<file path="config.mk">
export PLATFORM = sky130hd
export DESIGN_NAME = aurora_simplex_init_seq
export DESIGN_NICKNAME = d
export VERILOG_FILES = /design/src/rtl/aurora_simplex_init_seq.sv
export SDC_FILE = /design/constraint.sdc
export NUM_CORES = 1
export LEC_CHECK = 0
export ABC_CLOCK_PERIOD_IN_PS = 5000
export BUFFER_PORTS_ARGS = -buffer_cell sky130_fd_sc_hd__clkbuf_2
export CORE_UTILIZATION = 25
export DETAILED_ROUTE_END_ITERATION = 7
export GPL_TIMING_DRIVEN = 0
export PLACE_DENSITY_LB_ADDON = 0.25
export SLEW_MARGIN = 20
export SYNTH_ARGS = -nofsm -noshare
export SYNTH_HDL_FRONTEND = slang
export SYNTH_SLANG_ARGS = --single-unit
export TNS_END_PERCENT = 50
</file>
<file path="constraint.sdc">
create_clock -name clk -period 5 [get_ports clk]
set_input_delay 0.75 -clock clk [delete_from_list [all_inputs] [get_ports clk]]
set_output_delay 0.75 -clock clk [all_outputs]
set_load 0.01 [all_outputs]
</file>
<file path="src/rtl/aurora_simplex_init_seq.sv">
// Simplex TX lane-initialisation sequencer: drives the aligned/bonded/verified/reset sideband for aurora_top.
// Optional per-state watchdog (adds watchdog_trip) is enabled by defining AURORA_INIT_WATCHDOG_EN.
module aurora_simplex_init_seq #(
    parameter int NUM_LANES       = 4,
    parameter int RESET_CYCLES    = 8,
    parameter int ALIGN_CYCLES    = 5,
    parameter int BOND_CYCLES     = 5,
    parameter int VERIFY_CYCLES   = 5,
    parameter int CNT_W           = 16,
    parameter int WATCHDOG_CYCLES = 1024
) (
    input  logic                         clk,
    input  logic                         rst,
    input  logic                         start,
    input  logic                         single_lane,
    input  logic [$clog2(NUM_LANES)-1:0] lane_select,
    input  logic [NUM_LANES-1:0]         lane_locked,
    input  logic                         link_err,
    output logic                         simplex_reset,
    output logic                         simplex_aligned,
    output logic                         simplex_bonded,
    output logic                         simplex_verified,
    output logic                         channel_up,
    output logic [NUM_LANES-1:0]         lane_mask,
    output logic [7:0]                   retry_cnt,
    output logic [2:0]                   state_o
`ifdef AURORA_INIT_WATCHDOG_EN
    ,
    output logic                         watchdog_trip
`endif
);

    localparam int SEL_W = $clog2(NUM_LANES);

    if (NUM_LANES < 2 || RESET_CYCLES < 1 || ALIGN_CYCLES < 1 || BOND_CYCLES < 1 ||
        VERIFY_CYCLES < 1 || WATCHDOG_CYCLES < 1 || CNT_W < 1 ||
        (CNT_W < 31 && (RESET_CYCLES >= (1 << CNT_W) || ALIGN_CYCLES >= (1 << CNT_W) ||
                        BOND_CYCLES >= (1 << CNT_W) || VERIFY_CYCLES >= (1 << CNT_W)))) begin : g_bad_params
        $error("aurora_simplex_init_seq: illegal parameter set");
    end

    typedef enum logic [2:0] {
        S_IDLE   = 3'd0,
        S_RESET  = 3'd1,
        S_ALIGN  = 3'd2,
        S_BOND   = 3'd3,
        S_VERIFY = 3'd4,
        S_UP     = 3'd5
    } state_t;

    state_t               r_state;
    logic [CNT_W-1:0]     r_timer;
    logic [NUM_LANES-1:0] r_lane_mask;
    logic                 r_single;
    logic [7:0]           r_retry_cnt;
    logic                 r_simplex_reset;
    logic                 r_aligned;
    logic                 r_bonded;
    logic                 r_verified;
    logic                 r_channel_up;

    logic                 w_qual;
    logic                 w_qloss;
    logic                 w_fault;
    logic                 w_sel_invalid;
    logic [NUM_LANES-1:0] w_sel_onehot;

    // Only latched lanes are qualified; an empty mask in IDLE trivially qualifies.
    assign w_qual        = ((lane_locked & r_lane_mask) == r_lane_mask);
    assign w_qloss       = !w_qual && (r_state == S_BOND || r_state == S_VERIFY || r_state == S_UP);
    assign w_sel_invalid = ({1'b0, lane_select} >= (SEL_W + 1)'(NUM_LANES));
    assign w_sel_onehot  = NUM_LANES'(1) << lane_select;

`ifdef AURORA_INIT_WATCHDOG_EN
    localparam int WD_W = $clog2(WATCHDOG_CYCLES + 1);

    state_t               r_wd_state;
    logic [WD_W-1:0]      r_wd_cnt;
    logic                 r_wd_trip;
    logic [WD_W-1:0]      w_wd_cnt_eff;
    logic                 w_wd_hit;

    // A state change since the last edge restarts the count from zero.
    assign w_wd_cnt_eff = (r_state != r_wd_state) ? '0 : r_wd_cnt;
    assign w_wd_hit     = (r_state == S_ALIGN || r_state == S_BOND || r_state == S_VERIFY) &&
                          (w_wd_cnt_eff == WD_W'(WATCHDOG_CYCLES - 1));
    assign w_fault      = (r_state != S_RESET) && (link_err || w_qloss || w_wd_hit);
    assign watchdog_trip = r_wd_trip;

    always_ff @(posedge clk) begin
        if (rst) begin
            r_wd_state <= S_IDLE;
            r_wd_cnt   <= '0;
        end else begin
            r_wd_state <= r_state;
            r_wd_cnt   <= w_wd_cnt_eff + WD_W'(1);
        end
    end
`else
    assign w_fault = (r_state != S_RESET) && (link_err || w_qloss);
`endif

    always_ff @(posedge clk) begin
        if (rst) begin
            r_state         <= S_IDLE;
            r_timer         <= '0;
            r_lane_mask     <= '0;
            r_single        <= 1'b0;
            r_retry_cnt     <= '0;
            r_simplex_reset <= 1'b0;
            r_aligned       <= 1'b0;
            r_bonded        <= 1'b0;
            r_verified      <= 1'b0;
            r_channel_up    <= 1'b0;
`ifdef AURORA_INIT_WATCHDOG_EN
            r_wd_trip       <= 1'b0;
`endif
        end else begin
`ifdef AURORA_INIT_WATCHDOG_EN
            r_wd_trip <= 1'b0;
`endif
            if (r_state == S_IDLE) begin
                if (start) begin
                    if (single_lane && w_sel_invalid) begin
                        r_lane_mask <= '0;
                    end else begin
                        r_lane_mask     <= single_lane ? w_sel_onehot : '1;
                        r_single        <= single_lane;
                        r_state         <= S_RESET;
                        r_timer         <= '0;
                        r_simplex_reset <= 1'b1;
                    end
                end
            end else if (!start) begin
                r_state         <= S_IDLE;
                r_timer         <= '0;
                r_lane_mask     <= '0;
                r_simplex_reset <= 1'b0;
                r_aligned       <= 1'b0;
                r_bonded        <= 1'b0;
                r_verified      <= 1'b0;
                r_channel_up    <= 1'b0;
            end else if (w_fault) begin
                r_state         <= S_RESET;
                r_timer         <= '0;
                r_simplex_reset <= 1'b1;
                r_aligned       <= 1'b0;
                r_bonded        <= 1'b0;
                r_verified      <= 1'b0;
                r_channel_up    <= 1'b0;
                if (r_retry_cnt != 8'hFF) r_retry_cnt <= r_retry_cnt + 8'd1;
`ifdef AURORA_INIT_WATCHDOG_EN
                r_wd_trip <= !(link_err || w_qloss);
`endif
            end else begin
                unique case (r_state)
                    S_RESET: begin
                        if (r_timer == CNT_W'(RESET_CYCLES - 1)) begin
                            r_state         <= S_ALIGN;
                            r_timer         <= '0;
                            r_simplex_reset <= 1'b0;
                        end else begin
                            r_timer <= r_timer + CNT_W'(1);
                        end
                    end
                    S_ALIGN: begin
                        if (!w_qual) begin
                            r_timer <= '0;
                        end else if (r_timer == CNT_W'(ALIGN_CYCLES - 1)) begin
                            r_timer   <= '0;
                            r_aligned <= 1'b1;
                            if (r_single) begin
                                r_bonded <= 1'b1;
                                r_state  <= S_VERIFY;
                            end else begin
                                r_state  <= S_BOND;
                            end
                        end else begin
                            r_timer <= r_timer + CNT_W'(1);
                        end
                    end
                    S_BOND: begin
                        if (r_timer == CNT_W'(BOND_CYCLES - 1)) begin
                            r_state  <= S_VERIFY;
                            r_timer  <= '0;
                            r_bonded <= 1'b1;
                        end else begin
                            r_timer <= r_timer + CNT_W'(1);
                        end
                    end
                    S_VERIFY: begin
                        if (r_timer == CNT_W'(VERIFY_CYCLES - 1)) begin
                            r_state      <= S_UP;
                            r_timer      <= '0;
                            r_verified   <= 1'b1;
                            r_channel_up <= 1'b1;
                        end else begin
                            r_timer <= r_timer + CNT_W'(1);
                        end
                    end
                    S_UP: begin
                        r_channel_up <= 1'b1;
                    end
                    default: begin
                        r_state <= S_IDLE;
                        r_timer <= '0;
                    end
                endcase
            end
        end
    end

    assign simplex_reset    = r_simplex_reset;
    assign simplex_aligned  = r_aligned;
    assign simplex_bonded   = r_bonded;
    assign simplex_verified = r_verified;
    assign channel_up       = r_channel_up;
    assign lane_mask        = r_lane_mask;
    assign retry_cnt        = r_retry_cnt;
    assign state_o          = r_state;

endmodule

</file>
==> results of run 1 <==
worst paths after layout:
check	to	cells after the start	startpoint	slack, ps
max	r_timer[0]	7	r_timer[8]	2170
min	channel_up	2	channel_up	460
max reg2reg	r_timer[0]	7	r_timer[8]	2170
min reg2reg	channel_up	2	channel_up	460
critical path, delay by kind of cell (launching register included):
| kind | cells | cell delay [ps] |
|---|---|---|
| AO/OA/AOI/OAI | 3 | 810 |
| buffers and inverters | 1 | 340 |
| flip-flops | 1 | 360 |
| AND/OR/NAND/NOR | 3 | 1190 |
cells by family (layout without fill, tap and decap cells):
| family | Yosys count | in the layout | share of synthesized area |
|---|---|---|---|
| muxes | 8 | 8 | 0.04111 |
| and+or+nand+nor | 113 | 113 | 0.3035 |
| DFF | 37 | 37 | 0.3579 |
| buffers and inverters | 17 | 55 | 0.04836 |
| xor gates and xnor gates | 16 | 16 | 0.06772 |
| AOI/OAI and AO/OA | 45 | 45 | 0.1451 |
| adders and majority gates | 6 | 6 | 0.03627 |
cells in the final DEF, fill, tap and decap left out, types with 3 or more instances in the layout:
| master | instances |
|---|---|
| clkbuf_2 | 30 |
| nand3b_1 | 4 |
| nand2_1 | 19 |
| xor2_1 | 8 |
| or4_4 | 4 |
| nor2_1 | 39 |
| nand3_1 | 7 |
| a21oi_1 | 14 |
| nor2b_1 | 6 |
| inv_1 | 12 |
| and2b_2 | 4 |
| mux2_2 | 4 |
| nand4_1 | 6 |
| dfxtp_1 | 37 |
| a31oi_1 | 3 |
| mux2i_1 | 4 |
| ha_1 | 6 |
| o21ai_0 | 11 |
| clkbuf_8 | 8 |
| xnor2_1 | 8 |
| nand2b_1 | 4 |
final cells by class:
type	instances	area [um^2]	area share
repair buffers	30	150.1	0.06082
plain buffers	5	55.05	0.02230
flip-flops and latches	37	740.7	0.3001
clock buffers	7	86.33	0.03497
multi-input cells	188	1234	0.4997
clock inverters	1	30.03	0.01216
inverters	12	45.04	0.01825
well taps	102	127.6	0.05170
routing by layer:
metal,track usage,share of wire,vias to the layer above
met5,0,0,-
met1,0.1559,0.51,806
li1,-,-,933
met3,0.02602,0.036,8
met2,0.1734,0.44,34
met4,0.05000,0.016,0
per-stage QoR:
step	area (um^2)	worst slack (ps)	total power [mW]	hold slack, ps	utilization
global placement	2347	1983	0.5448	445.6	0.2991
floorplan	2069	2494	0.4829	469.6	-
global route	2469	2021	0.8564	490.5	0.3146
detailed placement	2352	2136	0.5450	451.0	0.2997
CTS	2469	2188	0.8185	466.8	0.3146
finish	2469	2172	0.8092	456.2	0.3146
power groups by stage:
stage	Clock (mW)	Combinational, mW	Sequential (mW)
detailed placement	0	0.210	0.335
finish	0.271	0.211	0.328
floorplan	0	0.145	0.338
global placement	0	0.209	0.336
CTS	0.279	0.211	0.328
global route	0.291	0.234	0.331
state kept, by name (all words and copies together) (netlist names), 3 cells and up:
signal     count
r_timer       16
lane_mask      4
state_o        3
retry_cnt      8
==> impl_metrics.yaml, run 1 <==
run_status:
  status: "finished, final reports clean"
synth:
  yosys_register_bits: 37
  synth_area_leader_cell: "dfxtp_1"
  seq_area_frac_synth: 0.3579
  ys_warn_count: 0
  synthDistinctLibCells: 51
  async_flop_share: 0
  synth_area_um2: 2069
  synth_area_per_cell_um2: 8.552
  syn_inst: 242
  synthFlopType: "dfxtp_1"
  synth_edf_count: 0
  yosys-top-cells-count: "nor2_1, dfxtp_1, nand2_1"
  synth.most_common_cell: "nor2_1"
  ys_top_cells_by_area: "dfxtp_1, nor2_1, ha_1"
  synth_top_area_share: 0.3579
  synth_nets: 259
timing:
  setup_tns_ps: 0
  slew_violations: 0
  final.min_clock_period_ps: 2828
  fin_skew_ps: 6.967
  relSlewSlack: 0.4607
  setup_viol: 0
  max_freq_mhz: 353.6
  fin_crit_sh: 0.5657
  hold_violations: 0
  rsz0062_at_grt: "no"
  worst_pin_slew_ps: 807.1
layout:
  fillCellCount: 870
  drive_gt1_frac: 0.2214
  area_delta_synth_final_pct: 19.29
  num-nets-final: 296
  diodes: 0
  fin_cells: 382
critical_path:
  crit_path_end_kind: "flip-flop"
  crit_chain: "or4_1, or4_4, o311ai_1, a31oi_1, o21ai_1, buf_2, nor2_1"
  crit_path_max_incr_delay_ps: 570
  start_kind: "flip-flop"
  crit_required_ps: 5170
  arrival_ps: 3000
  slowest_stage: "or4_4"
  crit_type: "flip-flop to flip-flop"
  worst-path-max-fanout: 10
grt:
  grt_pass1_vias: 1605
  grt_usage: 0.1149
  antenna_found_initial: 0
  grt_pass1_wl_mm: 7.797
  overflow: 0
  grt_max_degree: 12
detailed_routing:
  vias: 1781
  ant_nets: 0
  via_per_inst: 4.662
  drtPass1Iterations: 4
  routedWlPerCell_um: 12.32
  drt_iter0_drc: 73
  drt-total-wl_mm: 4.705
  drcViolationCount: 0
clocking:
  cts_setup_buffers: 0
  cts_made_buffers: 5
  cts.sinks: 37
  tritoncts: "yes"
  cts-root-buf: "clkbuf_8"
  post_cts_resized: 0
  clock_latency_ps: 290
  clock_path_buffers: 2
  cts.reportedPaths.clkPinSlew_ps: 80
  cts_hold_buf: 0
  htree_levels: 2
power_and_ir_drop:
  p_per_area_nw_per_um2: 327.8
  combPwrFrac: 0.260
  leakage_nw: 0.9625
  peakVddDrop_mv: 0.1145
  p_sw_frac: 0.3117
  p_clk_frac: 0.335
  p_sw_uw: 252.2
  intPower_uw: 557.0
  seqPwrFrac: 0.405
hold_path:
  hold_class: "flip-flop to flip-flop"
die:
  io_pins: 31
  rows: 32
  die_h_um: 92.99
  dieArea_um2: 8646
  start_util: 0.2637
  die_w_um: 92.99
  core-area_um2: 7848
placed_design:
  gp_congestion: 0.8576
  numPortBuffers: 30
  dp_cells: 374
  dp_hpwl_mm: 3.583
run:
  drv_cap: 0
(Power assumes the default switching activity.)
==> run 2: changes to the inputs <==
Settings changed: ABC_CLOCK_PERIOD_IN_PS 5000 to 2900.
Clock period 5 ns to 2.9 ns, I/O delays scaled along.
==> run 2 against run 1 <==
Setup slack worse by 1900 ps. Worst hold slack worse by 4.2 ps. Largest power group unchanged. Clock skew is 1.0 ps higher. Critical path depth stayed put. Non-clock buffer count stayed put. First-iteration DRC count is 23% higher. Count of clock-buffer cells in the layout stayed put.
==> impl_metrics.yaml, run 2 (synthesized netlist as in run 1, its figures left out) <==
layout:
  diodes: 0
  area_delta_synth_final_pct: 19.83
  largest_register_ffs: 16
  fin_cells: 382
  final_cell_mix: "nor2_1, dfxtp_1, clkbuf_2, nand2_1, a21oi_1"
  fillCellCount: 871
  num-nets-final: 296
  final_common_cell: "nor2_1"
  drive_gt1_frac: 0.2250
  largest_register: "r_timer"
die:
  die_w_um: 92.99
  dieArea_um2: 8646
  core-area_um2: 7848
  io_pins: 31
  die_h_um: 92.99
  rows: 32
  start_util: 0.2637
timing:
  whs_ps: 452.0
  fin_skew_ps: 7.992
  fin_crit_sh: 0.9041
  final.min_clock_period_ps: 2622
  relSlewSlack: 0.4542
  setup_tns_ps: 0
  rsz0062_at_grt: "no"
  hold_violations: 0
  slew_violations: 0
  max_freq_mhz: 381.4
  worst_pin_slew_ps: 816.9
  setup_viol: 0
clocking:
  cts-root-buf: "clkbuf_8"
  cts_made_buffers: 5
  cts.reportedPaths.clkPinSlew_ps: 80
  tritoncts: "yes"
  cts.sinks: 37
  clock_path_buffers: 2
  clock_latency_ps: 290
  htree_levels: 2
power_and_ir_drop:
  power_mw: 1.401
  intPower_uw: 962.8
  p_sw_uw: 438.6
  peakVddDrop_mv: 0.1975
  seqPwrFrac: 0.403
  leakage_nw: 0.9650
  p_per_area_nw_per_um2: 565.1
  p_clk_frac: 0.333
  p_sw_frac: 0.3130
  combPwrFrac: 0.264
detailed_routing:
  drcViolationCount: 0
  vias: 1794
  drtPass1Iterations: 4
  drt_iter0_drc: 90
  routedWlPerCell_um: 12.34
  ant_nets: 0
  drt-total-wl_mm: 4.712
  via_per_inst: 4.696
critical_path:
  start_kind: "flip-flop"
  crit_path_end_kind: "flip-flop"
  crit_type: "flip-flop to flip-flop"
  reg2reg_from: "r_timer[8]"
  arrival_ps: 2790
  cp-startpoint: "r_timer[8]"
  crit_required_ps: 3070
  worst-path-max-fanout: 10
placed_design:
  dp_cells: 374
  numPortBuffers: 30
  gp_congestion: 0.8576
  dp_hpwl_mm: 3.583
run:
  drv_cap: 0
grt:
  grt_pass1_wl_mm: 7.797
  overflow: 0
  antenna_found_initial: 0
  grt_pass1_vias: 1605
  grt_max_degree: 12
  grt_usage: 0.1149
hold_path:
  hold_class: "primary input to flip-flop"
  min_from: "single_lane"
run_status:
  status: "finished, final reports clean"
==> run 2: layout make-up <==
type                            count  area, um^2  area share
Timing Repair Buffer               30       150.1     0.06054
Multi-Input combinational cell    188        1245      0.5020
Inverter                           12       45.04     0.01816
Buffer                              5       55.05     0.02220
Sequential cell                    37       740.7      0.2987
Tap cell                          102       127.6     0.05146
Clock inverter                      1       30.03     0.01211
Clock buffer                        7       86.33     0.03481
==> run 2: power by group through the flow <==
stage	logic, mW	clock network [mW]	registers (mW)
final	0.369	0.467	0.565
after global routing	0.410	0.502	0.571
after CTS	0.365	0.481	0.566
after detailed placement	0.362	0	0.577
after global placement	0.360	0	0.579
after floorplan	0.250	0	0.583
==> run 2: metrics by stage <==
step	util	setup WS, ps	area (um^2)
2_1_floorplan	-	480.5	2069
3_3_place_gp	0.2991	-58.76	2347
3_5_place_dp	0.2997	125.4	2352
4_1_cts	0.3146	87.53	2469
5_1_grt	0.3160	94.97	2480
6_report	0.3160	278.1	2480
==> run 2: timing repair <==
item                                    CTS  global route
hold buffers                              0             0
resized for setup                         0             2
buffers inserted                          0             0
endpoints found under the setup margin    0            10
==> run 2: metal layers <==
layer | global-route usage | up-vias | wire length (um)
met5 | 0 | - | 0
met4 | 0.05000 | 0 | 74
met3 | 0.02602 | 6 | 191
met2 | 0.1734 | 37 | 2095
met1 | 0.1559 | 818 | 2350
li1 | - | 933 | -
==> run 2: final timing paths <==
check	slack [ps]	cells past startpoint	endpoint
max	280	7	r_timer[0]
min	450	3	r_single
max reg2reg	280	7	r_timer[0]
min reg2reg	460	2	channel_up
==> run 2: worst max-delay path, cell delays in order, from the launching register on <==
cell	delay (ps)
dfxtp_1	360
or4_1	550
or4_4	580
o311ai_1	150
a31oi_1	180
o21ai_2	320
buf_2	300
nor2_1	70
==> run 3: changes to the inputs <==
Settings changed: CORE_MARGIN from default to 2.
==> run 3 against run 2 <==
Sequential power is essentially flat. Largest power group unchanged. Sequential share of layout area up 0.37 points. Wire length rose by 3.0%. Clock power down 24%. Design area shrank 1.2%. Register-to-register slack barely moved. Final cell count rose by 0.79%. Utilization fell by 1.5 points. Combinational power hardly changed. Power fell by 8.0%. Fmax down 0.39%. Critical endpoint is now r_timer[1].
==> impl_metrics.yaml, run 3 (synthesized netlist as in run 1, its figures left out) <==
run_status:
  status: "finished, final reports clean"
timing:
  whs_ps: 446.7
  fin_skew_ps: 9.589
  relSlewSlack: 0.4186
  worst_pin_slew_ps: 870.3
  hold_violations: 0
  fin_ws_ps: 267.9
  fin_crit_sh: 0.9076
  rsz0062_at_grt: "no"
  final.min_clock_period_ps: 2632
  slew_violations: 0
  setup_viol: 0
  max_freq_mhz: 379.9
critical_path:
  rr_endpoint: "r_timer[1]"
  crit_type: "flip-flop to flip-flop"
  crit_path_end_kind: "flip-flop"
  start_kind: "flip-flop"
  r2r_slack_ps: 270
  worst-path-max-fanout: 10
  reg2reg_from: "r_timer[8]"
  crit_required_ps: 3080
  arrival_ps: 2810
  r2r_cells: 7
die:
  rows: 33
  core-area_um2: 8134
  die_h_um: 94.99
  start_util: 0.2544
  io_pins: 31
  dieArea_um2: 9022
  die_w_um: 94.99
power_and_ir_drop:
  intPower_uw: 848.8
  p_sw_uw: 440.1
  p_clk_frac: 0.275
  p_per_area_nw_per_um2: 526.1
  leakage_nw: 0.9515
  combPwrFrac: 0.285
  peakVddDrop_mv: 0.1920
  seqPwrFrac: 0.440
  power_mw: 1.289
  p_sw_frac: 0.3414
hold_path:
  min_to: "r_single"
  hold_class: "primary input to flip-flop"
  min_path_cells: 3
  min_from: "single_lane"
placed_design:
  gp_congestion: 0.8351
  pre_cts_ws_ps: 130.1
  dp_cells: 377
  dp_hpwl_mm: 3.665
  place_area_um2: 2356
  numPortBuffers: 30
grt:
  overflow: 0
  grt_pass1_vias: 1707
  grt_max_degree: 12
  grt_pass1_wl_mm: 8.286
  grt_usage: 0.1154
  antenna_found_initial: 0
layout:
  num-nets-final: 296
  final_common_cell: "nor2_1"
  fillCellCount: 889
  drive_gt1_frac: 0.2250
  largest_register_ffs: 16
  largest_register: "r_timer"
  area_delta_synth_final_pct: 18.38
  diodes: 0
  final_cell_mix: "nor2_1, dfxtp_1, clkbuf_2, nand2_1, a21oi_1"
  final_area_um2: 2450
  fin_cells: 385
clocking:
  clock_path_buffers: 2
  cts.reportedPaths.clkPinSlew_ps: 80
  cts-root-buf: "clkbuf_8"
  cts_made_buffers: 5
  cts_hold_buf: 0
  htree_levels: 2
  clock_latency_ps: 290
  post_cts_resized: 0
  tritoncts: "yes"
  cts_setup_buffers: 0
  cts.sinks: 37
detailed_routing:
  drtPass1Iterations: 4
  drt-total-wl_mm: 4.853
  highest_layer: "met4"
  routedWlPerCell_um: 12.61
  ant_nets: 0
  via_per_inst: 4.686
  wl_met3_um: 239
  drt_iter0_drc: 132
  m1WireLength_mm: 2.434
  vias: 1804
  drcViolationCount: 0
  met2_length_mm: 2.099
run:
  drv_cap: 0
==> run 3: cell count changes in the layout (fill, tap and decap cells not counted), sizes merged <==
cell | before | now
clkbuf | 39 | 38
clkinv | 0 | 2
bufinv | 1 | 0
==> run 3: final cells by class <==
type	count	area, um^2	area share
clock buffer	6	72.57	0.02962
tap	105	131.4	0.05363
inverter	12	45.04	0.01839
multi-input combinational	188	1245	0.5082
buffer	5	55.05	0.02247
clock inverter	2	10.01	0.004086
timing repair buffer	30	150.1	0.06129
sequential	37	740.7	0.3023
==> run 3: through the flow <==
step | utilization | setup TNS [ps]
6_report | 0.3012 | 0
3_3_place_gp | 0.2890 | -18.35
4_1_cts | 0.2998 | 0
5_1_grt | 0.3012 | 0
3_5_place_dp | 0.2896 | 0
2_1_floorplan | - | 0
==> run 3: layer usage <==
metal	GRT usage	up-vias
met4	0.04469	0
met3	0.02953	8
met2	0.1661	36
met5	0	-
li1	-	933
met1	0.1638	827
==> run 3: power by group through the flow <==
stage	logic, mW	clock network [mW]	registers (mW)
final	0.367	0.354	0.567
after global routing	0.407	0.395	0.574
after CTS	0.362	0.372	0.568
after floorplan	0.250	0	0.583
after global placement	0.359	0	0.579
after detailed placement	0.361	0	0.580
==> run 3: worst max-delay path by stage <==
stage | end | depth (start not counted) | from
5_1_grt | state_o[1] | 9 | state_o[0]
4_1_cts | r_timer[1] | 7 | r_timer[8]
3_5_place_dp | r_timer[1] | 7 | r_timer[8]
6_report | r_timer[1] | 7 | r_timer[8]
2_1_floorplan | state_o[1] | 6 | r_timer[11]
3_3_place_gp | r_timer[15] | 9 | state_o[0]
==> run 3: critical path: stages, from the launching register on <==
cell	delay [ps]
dfxtp_1	370
or4_1	550
or4_4	580
o311ai_1	150
a31oi_1	170
o21ai_2	330
buf_2	300
nor2_1	70
